## src/rtl/seq_alu.sv

```systemverilog
// Multi-cycle ALU with valid/ready handshakes, iterative shifts and an optional
// shift-add multiplier enabled by defining SEQ_ALU_MUL_EN.
module seq_alu #(
  parameter int WIDTH = 8,
  parameter int SHW   = $clog2(WIDTH)
) (
  input  logic             clk,
  input  logic             rst_n,
  input  logic             in_valid,
  output logic             in_ready,
  input  logic [2:0]       alu_cmd,
  input  logic [WIDTH-1:0] inA,
  input  logic [WIDTH-1:0] inB,
  input  logic             sc_i,
  output logic             out_valid,
  input  logic             out_ready,
  output logic [WIDTH-1:0] rslt,
  output logic             sc_o,
  output logic             pari,
  output logic             zero
);

  localparam logic [2:0] CMD_ADD  = 3'b000;
  localparam logic [2:0] CMD_SHL  = 3'b001;
  localparam logic [2:0] CMD_SHR  = 3'b010;
  localparam logic [2:0] CMD_NAND = 3'b011;
  localparam logic [2:0] CMD_SUB  = 3'b100;
  localparam logic [2:0] CMD_MUL  = 3'b101;
  localparam logic [2:0] CMD_XOR  = 3'b110;

  typedef enum logic [1:0] {IDLE, EXEC, DONE} state_t;

  state_t           state_q, state_d;
  logic [2:0]       cmd_q, cmd_d;
  logic [WIDTH-1:0] a_q, a_d;
  logic             sci_q, sci_d;
  logic [SHW-1:0]   cnt_q, cnt_d;
  logic [WIDTH-1:0] rslt_q, rslt_d;
  logic             sco_q, sco_d;
  logic             pari_q, pari_d;
  logic             zero_q, zero_d;

  logic             idle;
  logic [2:0]       w_cmd;
  logic [WIDTH-1:0] w_a;
  logic             w_sci;
  logic [WIDTH-1:0] sh_res;
  logic             sh_out;
  logic [SHW-1:0]   sh_n;
  logic [WIDTH:0]   add_r;
  logic [WIDTH:0]   sub_r;
  logic             fin;
  logic [WIDTH-1:0] fin_r;
  logic             fin_c;

  // The first iteration step runs on the acceptance edge straight from the
  // ports, so an n-step operation presents its result n cycles after acceptance.
  assign idle   = (state_q == IDLE);
  assign w_cmd  = idle ? alu_cmd : cmd_q;
  assign w_a    = idle ? inA : a_q;
  assign w_sci  = idle ? sc_i : sci_q;
  assign sh_res = (w_cmd == CMD_SHL) ? {w_a[WIDTH-2:0], w_sci} : {w_sci, w_a[WIDTH-1:1]};
  assign sh_out = (w_cmd == CMD_SHL) ? w_a[WIDTH-1] : w_a[0];
  assign sh_n   = inB[SHW-1:0];
  assign add_r  = {1'b0, inA} + {1'b0, inB} + {{WIDTH{1'b0}}, sc_i};
  assign sub_r  = {1'b0, inA} - {1'b0, inB} + {{WIDTH{1'b0}}, sc_i};

`ifdef SEQ_ALU_MUL_EN
  // Accumulator starts as {0, B}; each step adds A to the high half when the
  // current multiplier bit (LSB) is set, then shifts the whole register right.
  logic [2*WIDTH-1:0] acc_q, acc_d;
  logic [2*WIDTH-1:0] w_acc;
  logic [2*WIDTH-1:0] mul_acc;
  logic [WIDTH:0]     mul_sum;

  assign w_acc   = idle ? {{WIDTH{1'b0}}, inB} : acc_q;
  assign mul_sum = {1'b0, w_acc[2*WIDTH-1:WIDTH]} + (w_acc[0] ? {1'b0, w_a} : '0);
  assign mul_acc = {mul_sum, w_acc[WIDTH-1:1]};
`endif

  always_comb begin
    state_d = state_q;
    cmd_d   = cmd_q;
    a_d     = a_q;
    sci_d   = sci_q;
    cnt_d   = cnt_q;
    rslt_d  = rslt_q;
    sco_d   = sco_q;
    pari_d  = pari_q;
    zero_d  = zero_q;
`ifdef SEQ_ALU_MUL_EN
    acc_d   = acc_q;
`endif
    fin     = 1'b0;
    fin_r   = '0;
    fin_c   = 1'b0;
    case (state_q)
      IDLE: begin
        if (in_valid) begin
          cmd_d = alu_cmd;
          a_d   = inA;
          sci_d = sc_i;
          case (alu_cmd)
            CMD_ADD: begin
              fin   = 1'b1;
              fin_r = add_r[WIDTH-1:0];
              fin_c = add_r[WIDTH];
            end
            CMD_NAND: begin
              fin   = 1'b1;
              fin_r = ~(inA & inB);
            end
            CMD_SUB: begin
              fin   = 1'b1;
              fin_r = sub_r[WIDTH-1:0];
              fin_c = sub_r[WIDTH];
            end
            CMD_XOR: begin
              fin   = 1'b1;
              fin_r = inA ^ inB;
            end
            CMD_SHL, CMD_SHR: begin
              if (sh_n == '0) begin
                fin   = 1'b1;
                fin_r = inA;
              end else if (sh_n == SHW'(1)) begin
                fin   = 1'b1;
                fin_r = sh_res;
                fin_c = sh_out;
              end else begin
                a_d     = sh_res;
                cnt_d   = sh_n - SHW'(1);
                state_d = EXEC;
              end
            end
`ifdef SEQ_ALU_MUL_EN
            CMD_MUL: begin
              acc_d   = mul_acc;
              cnt_d   = SHW'(WIDTH - 1);
              state_d = EXEC;
            end
`endif
            default: fin = 1'b1;
          endcase
        end
      end
      EXEC: begin
        if (cmd_q != CMD_MUL) a_d = sh_res;
`ifdef SEQ_ALU_MUL_EN
        acc_d = mul_acc;
`endif
        cnt_d = cnt_q - SHW'(1);
        if (cnt_q == SHW'(1)) begin
          fin   = 1'b1;
          fin_r = sh_res;
          fin_c = sh_out;
`ifdef SEQ_ALU_MUL_EN
          if (cmd_q == CMD_MUL) begin
            fin_r = mul_acc[WIDTH-1:0];
            fin_c = |mul_acc[2*WIDTH-1:WIDTH];
          end
`endif
        end
      end
      DONE: begin
        if (out_ready) state_d = IDLE;
      end
      default: state_d = IDLE;
    endcase

    // Flags are derived from the value being registered, never from rslt_q.
    if (fin) begin
      rslt_d  = fin_r;
      sco_d   = fin_c;
      pari_d  = ^fin_r;
      zero_d  = (fin_r == '0);
      state_d = DONE;
    end
  end

  always_ff @(posedge clk or negedge rst_n) begin
    if (!rst_n) begin
      state_q <= IDLE;
      cmd_q   <= '0;
      a_q     <= '0;
      sci_q   <= 1'b0;
      cnt_q   <= '0;
      rslt_q  <= '0;
      sco_q   <= 1'b0;
      pari_q  <= 1'b0;
      zero_q  <= 1'b0;
`ifdef SEQ_ALU_MUL_EN
      acc_q   <= '0;
`endif
    end else begin
      state_q <= state_d;
      cmd_q   <= cmd_d;
      a_q     <= a_d;
      sci_q   <= sci_d;
      cnt_q   <= cnt_d;
      rslt_q  <= rslt_d;
      sco_q   <= sco_d;
      pari_q  <= pari_d;
      zero_q  <= zero_d;
`ifdef SEQ_ALU_MUL_EN
      acc_q   <= acc_d;
`endif
    end
  end

  assign in_ready  = (state_q == IDLE);
  assign out_valid = (state_q == DONE);
  assign rslt      = rslt_q;
  assign sc_o      = sco_q;
  assign pari      = pari_q;
  assign zero      = zero_q;

endmodule

```

## config.mk

```make
export PLATFORM = sky130hd
export DESIGN_NAME = seq_alu
export DESIGN_NICKNAME = d
export VERILOG_FILES = /design/src/rtl/seq_alu.sv
export SDC_FILE = /design/constraint.sdc
export NUM_CORES = 1
export LEC_CHECK = 0
export ABC_CLOCK_PERIOD_IN_PS = 3600
export BUFFER_PORTS_ARGS = -buffer_cell sky130_fd_sc_hd__clkbuf_2
export CAP_MARGIN = 20
export CORE_MARGIN = 2
export CORE_UTILIZATION = 50
export DETAILED_ROUTE_END_ITERATION = 10
export PLACE_DENSITY = 0.67
export SLEW_MARGIN = 40
export SYNTH_ARGS = -nofsm -noshare
export SYNTH_HDL_FRONTEND = slang
export SYNTH_SLANG_ARGS = --single-unit
```

## constraint.sdc

```tcl
create_clock -name clk -period 3.6 [get_ports clk]
set_input_delay 0 -clock clk [delete_from_list [all_inputs] [get_ports clk]]
set_output_delay 0 -clock clk [all_outputs]
set_load 0.02 [all_outputs]
```

# Word level (Yosys, flattened, before mapping)
# Index checks and enable logic that the tools add are counted.
totals:
  register_bits: 28
  latchBits: 0
  mem_bits_rw: 0
  romBits: 0
  in_bits: 24
  out_inout_bits: 13
  word_cells: 92
  n_memories: 0
op_classes:
  add_sub_neg: 6
  mul: 0
  div: 0
  magnitude_cmp: 0
  n_eq_ne: 22
  n_shift: 0
  mux: 41
  n_bitwise: 3
  n_reduce_logical: 11
ops:
  columns: ["operator", "n"]
  rows:
  - ["$mux W8", 11]
  - ["$pmux W8 S5", 1]
  - ["$pmux W8 S2", 2]
  - ["$add A9 B1 Y9", 2]
  - ["$mux W3", 5]
  - ["$eq A3 B1 Y1 const B", 4]
  - ["$mux W2", 6]
  - ["$mux W1", 11]
  - ["$ne A2 B2 Y1 const B", 5]
  - ["$add A8 B8 Y9", 1]
  - ["$ne A3 B3 Y1 const B", 3]
  - ["$sub A8 B8 Y9", 1]
  - ["$and A8 B8 Y8", 1]
  - ["$logic_not A8 Y1", 1]
  - ["$not A8 Y8", 1]
  - ["$reduce_xor A8 Y1", 1]
  - ["$xor A8 B8 Y8", 1]
  - ["$eq A3 B2 Y1 const B", 2]
  - ["$eq A3 B3 Y1 const B", 2]
  - ["$logic_not A3 Y1", 2]
  - ["$ne A3 B1 Y1 const B", 2]
  - ["$pmux W2 S3", 1]
  - ["$pmux W3 S2", 1]
  - ["$reduce_and A6 Y1", 1]
  - ["other kinds (13)", 15]

# Longest topological paths before layout
# Gate-level depths: netlist of the first run.
logic_depth:
  word_depth: 10
  depth_mapped: 16

# Least setup slack after synthesis of the first run
# Ideal clock, no wire load.
synth_timing:
  path_type: "input-to-reg"
  from: "input inA[0]"
  to: "register pari_q, in the netlist pari"
  arrival_ps: 2523
  slack_ps: 941
  cell_stages: 12
  path_buffers: 0
  cell_sequence: "fa_1 -> fa_1 -> nor2b_1 -> o21ba_2 -> or3_1 -> a21oi_1 -> a211oi_1 -> o22a_1 -> ha_1 -> xnor2_1 -> xnor2_1 -> o21ai_0"
synth_via:
  elab_chain_len: 8
  word_cells_on_any_way: 16
  classes_between: "add/sub (4); mux (8); bitwise (3); reduce/logical (1)"
synth_rtl:
  columns: ["element", "line", "rtl"]
  rows:
  - ["start: declaration", "12", "input logic [WIDTH-1:0] inA,"]
  - ["branches (longest 6 deep; another with $sub A8 B8 Y9)", null, null]
  - ["$pmux W8 S2 (*)", "97", "case (state_q)"]
  - ["$reduce_xor A8 Y1 (*)", "175", "pari_d = ^fin_r;"]
  - ["end signal: assignment", "203", "pari_q <= pari_d;"]
  - ["end: declaration", "40", "logic pari_q, pari_d;"]
# Every way passes the cells marked *.
# A chain may end at the register's enable or synchronous reset.

# Worst setup path after layout of the first run
layout_timing:
  from: "register cmd_q[2]"
  to: "register pari_q, in the netlist pari"
layout_via:
  elab_chain_len: 9
  word_cells_on_any_way: 10
  classes_between: "eq/ne (1); mux (8); reduce/logical (1)"
layout_rtl:
  columns: ["element", "line", "rtl"]
  rows:
  - ["start: declaration", "34", "logic [2:0] cmd_q, cmd_d;"]
  - ["start signal: assignment", "197", "cmd_q <= cmd_d;"]
  - ["$mux W3 (*)", "59", "assign w_cmd = idle ? alu_cmd : cmd_q;"]
  - ["$eq A3 B1 Y1 (*)", "62", "assign sh_res = (w_cmd == CMD_SHL) ? {w_a[WIDTH-2:0], w_sci} : {w_sci, w_a[WIDTH-1:1]};"]
  - ["$mux W8 (*)", "62", null]
  - ["$mux W8", "126", "end else if (sh_n == SHW'(1)) begin"]
  - ["$mux W8", "123", "if (sh_n == '0) begin"]
  - ["$pmux W8 S5", "103", "case (alu_cmd)"]
  - ["$mux W8", "99", "if (in_valid) begin"]
  - ["$pmux W8 S2 (*)", "97", null]
  - ["$reduce_xor A8 Y1 (*)", "175", null]
# Mark *: on every way between the ends. The rest lies on a longest branch, timed or not.

==> results of run 1 <==
## power breakdown
group	switching, mW	leakage, nW	internal, mW
registers	0.0800	0.345	0.408
logic	0.425	1.20	0.305
clock network	0.109	0.0357	0.149
## state kept, by name, summed over array words and instances, names as in the netlist
register / count
sci_q: 1
sc_o: 1
pari: 1
a_q: 8
cmd_q: 3
rslt: 8
zero: 1
cnt_q: 3
state_q: 2
## per-layer routing
| layer | wire length, um | vias to the layer above | global-route usage, % | part of all wire [%] |
|---|---|---|---|---|
| li1 | - | 1442 | - | - |
| met1 | 4019 | 1446 | 39.41 | 46 |
| met2 | 4039 | 122 | 44.52 | 46 |
| met3 | 648 | 6 | 4.130 | 7.4 |
| met4 | 48 | 0 | 3.279 | 0.55 |
| met5 | 0 | - | 0 | 0 |
## worst max-delay path, stage by stage (launching register included)
cell and delay (ns):
dfrtp_1 0.42, nor3b_2 0.46, buf_4 0.26, mux2i_1 0.29
o2bb2ai_1 0.11, a221oi_1 0.23, o211a_1 0.23, or2_2 0.12
ha_1 0.22, xnor2_1 0.16, xnor2_1 0.13, o21ai_0 0.08
## final timing paths
kind,start,endpoint,slack (ns),cells after the start
hold reg to reg,zero,zero,0.49,2
min in group asynchronous,rst_n,a_q[3],0.27,2
setup reg to reg,cmd_q[2],pari,0.78,11
max in group asynchronous,rst_n,state_q[1],2.89,2
setup / recovery,cmd_q[2],pari,0.78,11
hold / removal,in_valid,state_q[0],0.03,3
## synthesized netlist by cell type, types with 3 or more instances
master / number / area share [%]
a211oi_1: 6 / 1.5
a21o_1: 4 / 0.97
a21oi_1: 36 / 5.8
a221o_1: 3 / 0.97
a22oi_1: 4 / 0.97
a31oi_1: 4 / 0.81
buf_2: 4 / 0.65
clkbuf_1: 12 / 1.5
dfrtp_1: 28 / 23
fa_1: 3 / 1.9
ha_1: 33 / 13
inv_1: 25 / 3.0
mux2_2: 8 / 2.9
mux2i_1: 16 / 5.2
nand2_1: 27 / 3.3
nand2b_1: 7 / 1.4
nand3_1: 4 / 0.65
nor2_1: 30 / 3.6
nor2b_1: 6 / 1.2
nor3_1: 8 / 1.3
nor3b_1: 3 / 0.73
o211a_1: 4 / 1.3
o211ai_1: 8 / 1.9
o21a_1: 5 / 1.2
o21ai_0: 22 / 3.6
o22ai_1: 6 / 1.2
or3_1: 5 / 1.0
xnor2_1: 11 / 3.1
xor2_1: 5 / 1.4
## stage by stage
stage	hold slack (ns)	setup slack [ns]	cells
4_1_cts	0.03104	0.7950	484
3_3_place_gp	0.09375	0.5256	478
6_report	0.03392	0.7813	484
2_1_floorplan	-0.2956	0.9409	377
3_5_place_dp	0.09080	0.4989	478
5_1_grt	0.07041	0.5584	484
## area by class of cell
cell class              instances  area [um2]  area share, %
clock inverters                 1       30.03         0.8727
multi-input cells             307        2232          64.87
well taps                      75       93.84          2.727
flip-flops and latches         28       700.7          20.36
repair buffers                 44       245.2          7.127
inverters                      26       97.59          2.836
clock buffers                   3       41.29          1.200
## cell families (layout without fill, tap and decap cells)
kind of cell,after synthesis,count (layout)
xor gates and xnor gates,16,16
DFF,28,28
adders and majority gates,36,36
and+or+nand+nor,107,107
buffers and inverters,42,74
AOI/OAI and AO/OA,124,124
muxes,24,24
==> impl_metrics.env, run 1 <==
export IMPL_outcome="complete, no violations"
export IMPL_skew_ns=0.007527
export IMPL_wl_per_cell_um=18.09
export IMPL_post_cts_buffers=0
export IMPL_wirelength_um=8756
export IMPL_maxSlewViolCount=0
export IMPL_fin_util_pct=57.77
export IMPL_path_clk_slew_ns=0.11
export IMPL_cts_root_buffer="clkbuf_8"
export IMPL_setup_violations=0
export IMPL_yosys_area_share_xor_xnor_pct=4.534
export IMPL_die_y_um=82.62
export IMPL_synth_area_mux_share_pct=8.097
export IMPL_critPathMaxFanout=9
export IMPL_power_density_nw_per_um2=429.1
export IMPL_synthArstFlopShare_pct=100.0
export IMPL_dp_hpwl_um=6935
export IMPL_synth_avg_cell_area_um2=8.198
export IMPL_criticalPathCategory="reg -> reg"
export IMPL_cts_resized_gates=0
export IMPL_area_growth_synth_to_final_pct=11.34
export IMPL_drc=0
export IMPL_fin_setup_tns_ns=0
export IMPL_gp_congestion=1.019
export IMPL_nets=470
export IMPL_synthCells=377
export IMPL_fp_row_count=28
export IMPL_htree_levels=1
export IMPL_rsz0062_at_grt="false"
export IMPL_ys_types=59
export IMPL_endpoint_kind="flop"
export IMPL_grt_max_degree=29
export IMPL_drtIter0Drc=301
export IMPL_clock_sinks=28
export IMPL_final_cell_mix="a21oi_1 (36), clkbuf_2 (35), ha_1 (33)"
export IMPL_synthSimpleGateAreaFrac_pct=17.65
export IMPL_worst_ep_required_time_ns=3.76
export IMPL_design_area_um2=3441
export IMPL_synth_seq_cells=28
export IMPL_slew_headroom_pct=48.54
export IMPL_clock_latency_ns=0.28
export IMPL_synthAdderAreaFrac_pct=15.30
export IMPL_synth_edf_count=0
export IMPL_peakVddDrop_uv=274.7
export IMPL_maxCapViolations=0
export IMPL_syn_area_um2=3090
export IMPL_grt_pass1_wl_um=14270
export IMPL_cts_tree="yes"
export IMPL_grtUsageTotal_pct=27.34
export IMPL_antenna_found_initial=0
export IMPL_critPathArrivalTime_ns=2.98
export IMPL_period_minus_slack_ns=2.819
export IMPL_vias_per_cell=6.231
export IMPL_start_util_pct=51.89
export IMPL_gr_total_overflow=0
export IMPL_layout_drive_gt1_share_pct=15.40
export IMPL_cts_path_max_buffers=2
export IMPL_first_pass_iters=5
export IMPL_ios=37
export IMPL_worst_setup_path_start_kind="flop"
export IMPL_total_power_mw=1.476
export IMPL_port_buffers=36
export IMPL_synth_top_family_by_area="compound AO/OA/AOI/OAI gates"
export IMPL_grt_pass1_vias=2774
export IMPL_layout_commonest_cell="a21oi_1"
export IMPL_ys_seq_area_share_pct=22.67
export IMPL_synth_flop_cell="dfrtp_1"
export IMPL_fmax_mhz=354.8
export IMPL_fp_dieW_um=82.62
export IMPL_antenna_cells=0
export IMPL_vias=3016
export IMPL_fillCellCount=580
export IMPL_ys_warnings_count=0
export IMPL_placed_cell_area_um2=3349
export IMPL_synth_compound_area_share_pct=26.48
export IMPL_final_hold_viol_count=0
export IMPL_die_area_um2=6826
export IMPL_drtAntennaViolNets=0
export IMPL_hold_class="in -> reg"
export IMPL_leakage_nw=1.584
export IMPL_core_area_um2=5956
export IMPL_worst_slew_pin_slew_ns=0.7691
export IMPL_min_period_over_period_pct=78.30
export IMPL_syn_nets=437
export IMPL_cts_made_buffers=3
export IMPL_cts_hold_buf=2
Power figures use the tool's default switching activity.
==> inputs of run 2 (changes only) <==
--- a/config.mk
+++ b/config.mk
@@ -5,7 +5,8 @@
 export SDC_FILE = /design/constraint.sdc
 export NUM_CORES = 1
 export LEC_CHECK = 0
-export ABC_CLOCK_PERIOD_IN_PS = 3600
+export ABC_AREA = 1
+export ABC_CLOCK_PERIOD_IN_PS = 2700
 export BUFFER_PORTS_ARGS = -buffer_cell sky130_fd_sc_hd__clkbuf_2
 export CAP_MARGIN = 20
 export CORE_MARGIN = 2
==> constraint.sdc (replaced) <==
create_clock -name clk -period 2.7 [get_ports clk]
set_input_delay 0 -clock clk [delete_from_list [all_inputs] [get_ports clk]]
set_output_delay 0 -clock clk [all_outputs]
set_load 0.02 [all_outputs]
==> impl_metrics.env, run 2 <==
export IMPL_wl_met2_um=3798
export IMPL_post_cts_buffers=0
export IMPL_synth_flop_cell="dfrtp_1"
export IMPL_critPathMaxFanout=4
export IMPL_grtUsageTotal_pct=24.60
export IMPL_synth_most_common_cell="nand2_1"
export IMPL_fillCellCount=656
export IMPL_worst_slew_pin_slew_ns=0.7106
export IMPL_synth_avg_cell_area_um2=6.774
export IMPL_wl_met1_um=3921
export IMPL_maxSlewViolCount=0
export IMPL_wirelength_um=8248
export IMPL_vias=3173
export IMPL_hold_class="in -> reg"
export IMPL_power_density_nw_per_um2=808.9
export IMPL_path_clk_slew_ns=0.11
export IMPL_syn_area_um2=3177
export IMPL_fin_setup_tns_ns=0
export IMPL_endpoint_kind="flop"
export IMPL_hold_slack_ns=0.03175
export IMPL_synth_area_mux_share_pct=0
export IMPL_synth_area_leaders="dfrtp_1 (22%), nand2_1 (15%), ha_1 (13%)"
export IMPL_ys_warnings_count=0
export IMPL_clock_sinks=28
export IMPL_worst_ep_required_time_ns=2.88
export IMPL_rsz0062_at_grt="false"
export IMPL_fmax_mhz=414.9
export IMPL_dr_max_layer_used="met4"
export IMPL_leakage_nw=1.896
export IMPL_fp_row_count=29
export IMPL_dp_hpwl_um=6896
export IMPL_first_pass_iters=5
export IMPL_synthArstFlopShare_pct=100.0
export IMPL_grt_pass1_wl_um=14100
export IMPL_synth_edf_count=0
export IMPL_final_cell_mix="nand2_1 (128), inv_1 (68), nand3_1 (38)"
export IMPL_place_ws_ns=0.03603
export IMPL_drtIter0Drc=192
export IMPL_maxCapViolations=0
export IMPL_wl_per_cell_um=13.86
export IMPL_final_cells=595
export IMPL_ios=37
export IMPL_skew_ns=0.01355
export IMPL_die_y_um=83.71
export IMPL_port_buffers=36
export IMPL_outcome="complete, no violations"
export IMPL_die_area_um2=7007
export IMPL_drc=0
export IMPL_synthTopCellsByCount="nand2_1 (128), inv_1 (68), nand3_1 (38), ha_1 (33), nor2_1 (29)"
export IMPL_criticalPathCategory="in -> reg"
export IMPL_layout_drive_gt1_share_pct=18.15
export IMPL_critPathArrivalTime_ns=2.59
export IMPL_core_area_um2=6241
export IMPL_fp_dieW_um=83.71
export IMPL_setup_violations=0
export IMPL_cts_made_buffers=3
export IMPL_slew_headroom_pct=52.63
export IMPL_antenna_found_initial=0
export IMPL_period_minus_slack_ns=2.410
export IMPL_ys_types=41
export IMPL_synth_top_area_share_pct=22.06
export IMPL_worst_setup_path_start_kind="input pin"
export IMPL_gr_total_overflow=0
export IMPL_start_util_pct=50.90
export IMPL_yosys_area_share_xor_xnor_pct=1.103
export IMPL_cts_root_buffer="clkbuf_8"
export IMPL_final_hold_viol_count=0
export IMPL_ys_seq_area_share_pct=22.06
export IMPL_peakVddDrop_uv=508.6
export IMPL_min_period_over_period_pct=89.28
export IMPL_area_growth_synth_to_final_pct=12.64
export IMPL_grt_max_degree=29
export IMPL_drtAntennaViolNets=0
export IMPL_htree_levels=1
export IMPL_fin_util_pct=57.34
export IMPL_synthSimpleGateAreaFrac_pct=33.40
export IMPL_nets=579
export IMPL_synth_top_family_by_area="simple AND/OR/NAND/NOR gates"
export IMPL_clock_latency_ns=0.29
export IMPL_synthCells=469
export IMPL_cts_path_max_buffers=2
export IMPL_gp_congestion=0.9547
export IMPL_synthAdderAreaFrac_pct=14.89
export IMPL_wl_met3_um=426
export IMPL_worst_slack_ns=0.2895
export IMPL_syn_nets=529
export IMPL_antenna_cells=0
export IMPL_vias_per_cell=5.333
export IMPL_synth_seq_cells=28
export IMPL_synth_top_area_cell="dfrtp_1"
export IMPL_synth_compound_area_share_pct=17.21
export IMPL_cts_resized_gates=0
export IMPL_grt_pass1_vias=3056
export IMPL_layout_commonest_cell="nand2_1"
export IMPL_cts_tree="yes"
export IMPL_placed_cells=589
-- run 2: changes by cell type after synthesis, moves of 9 or more --
| cell | before | now |
|---|---|---|
| clkbuf_1 | 12 | 0 |
| mux2i_1 | 16 | 0 |
| nand2_1 | 27 | 128 |
| inv_1 | 25 | 68 |
| a21oi_1 | 36 | 15 |
| nand3_1 | 4 | 38 |
| nand4_1 | 1 | 10 |
-- run 2: power breakdown --
part           total [mW]  internal [mW]  switching [mW]
Sequential          0.738          0.619           0.118
Combinational        1.81          0.643            1.17
Clock               0.343          0.199           0.144
Total                2.89           1.46            1.43
-- run 2: cell type report --
cell class                 instances  area, um2  share of cell area [%]
multi-input combinational        357       2116                   59.13
clock inverter                     1      30.03                  0.8392
inverter                          77      289.0                   8.077
timing repair buffer              52      305.3                   8.531
clock buffer                       3      41.29                   1.154
sequential                        28      700.7                   19.58
tap                               77      96.34                   2.692
-- run 2: cell families (layout without fill, tap and decap cells) --
group,Yosys count,in the layout
AOI/OAI and AO/OA,86,86
xor gates and xnor gates,4,4
adders and majority gates,36,36
buffers and inverters,84,133
DFF,28,28
and+or+nand+nor,231,231
-- run 2: worst paths after layout --
| kind | start | to | slack (ns) | cells after the start |
|---|---|---|---|---|
| max in group asynchronous | rst_n | sc_o | 1.96 | 2 |
| hold / removal | inA[5] | a_q[5] | 0.03 | 3 |
| min in group asynchronous | rst_n | rslt[7] | 0.29 | 2 |
| hold reg to reg | rslt[2] | rslt[2] | 0.49 | 2 |
| setup / recovery | sc_i | pari | 0.29 | 20 |
| setup reg to reg | state_q[0] | pari | 0.30 | 11 |
-- run 2: worst max-delay path: stages --
cell and delay [ns]:
clkbuf_2 0.10, inv_1 0.12, ha_1 0.25, inv_1 0.06, ha_1 0.16, inv_1 0.05
fa_1 0.36, inv_1 0.12, nand3_1 0.08, nand3_1 0.11, a21oi_1 0.08, o21ai_0 0.08
nand3_1 0.15, nand2_1 0.12, nand2_1 0.06, inv_1 0.06, ha_1 0.23, xnor2_1 0.18
xnor2_1 0.13, o21ai_0 0.09
-- run 2: per-stage QoR --
stage	power (mW)	cell area, um2
floorplan	2.127	3177
global placement	2.517	3487
detailed placement	2.549	3487
CTS	2.900	3578
global route	3.166	3578
finish	2.895	3578
-- run 2: routing by layer --
| metal | up-vias | track usage (%) |
|---|---|---|
| met4 | 0 | 7.625 |
| li1 | 1633 | - |
| met2 | 87 | 41.38 |
| met5 | - | 0 |
| met1 | 1445 | 32.96 |
| met3 | 8 | 3.066 |
-- run 2: timing repair --
item,in CTS,in global routing
endpoints found under the setup margin,0,0
endpoints found under the hold margin,29,0
hold buffers,2,0
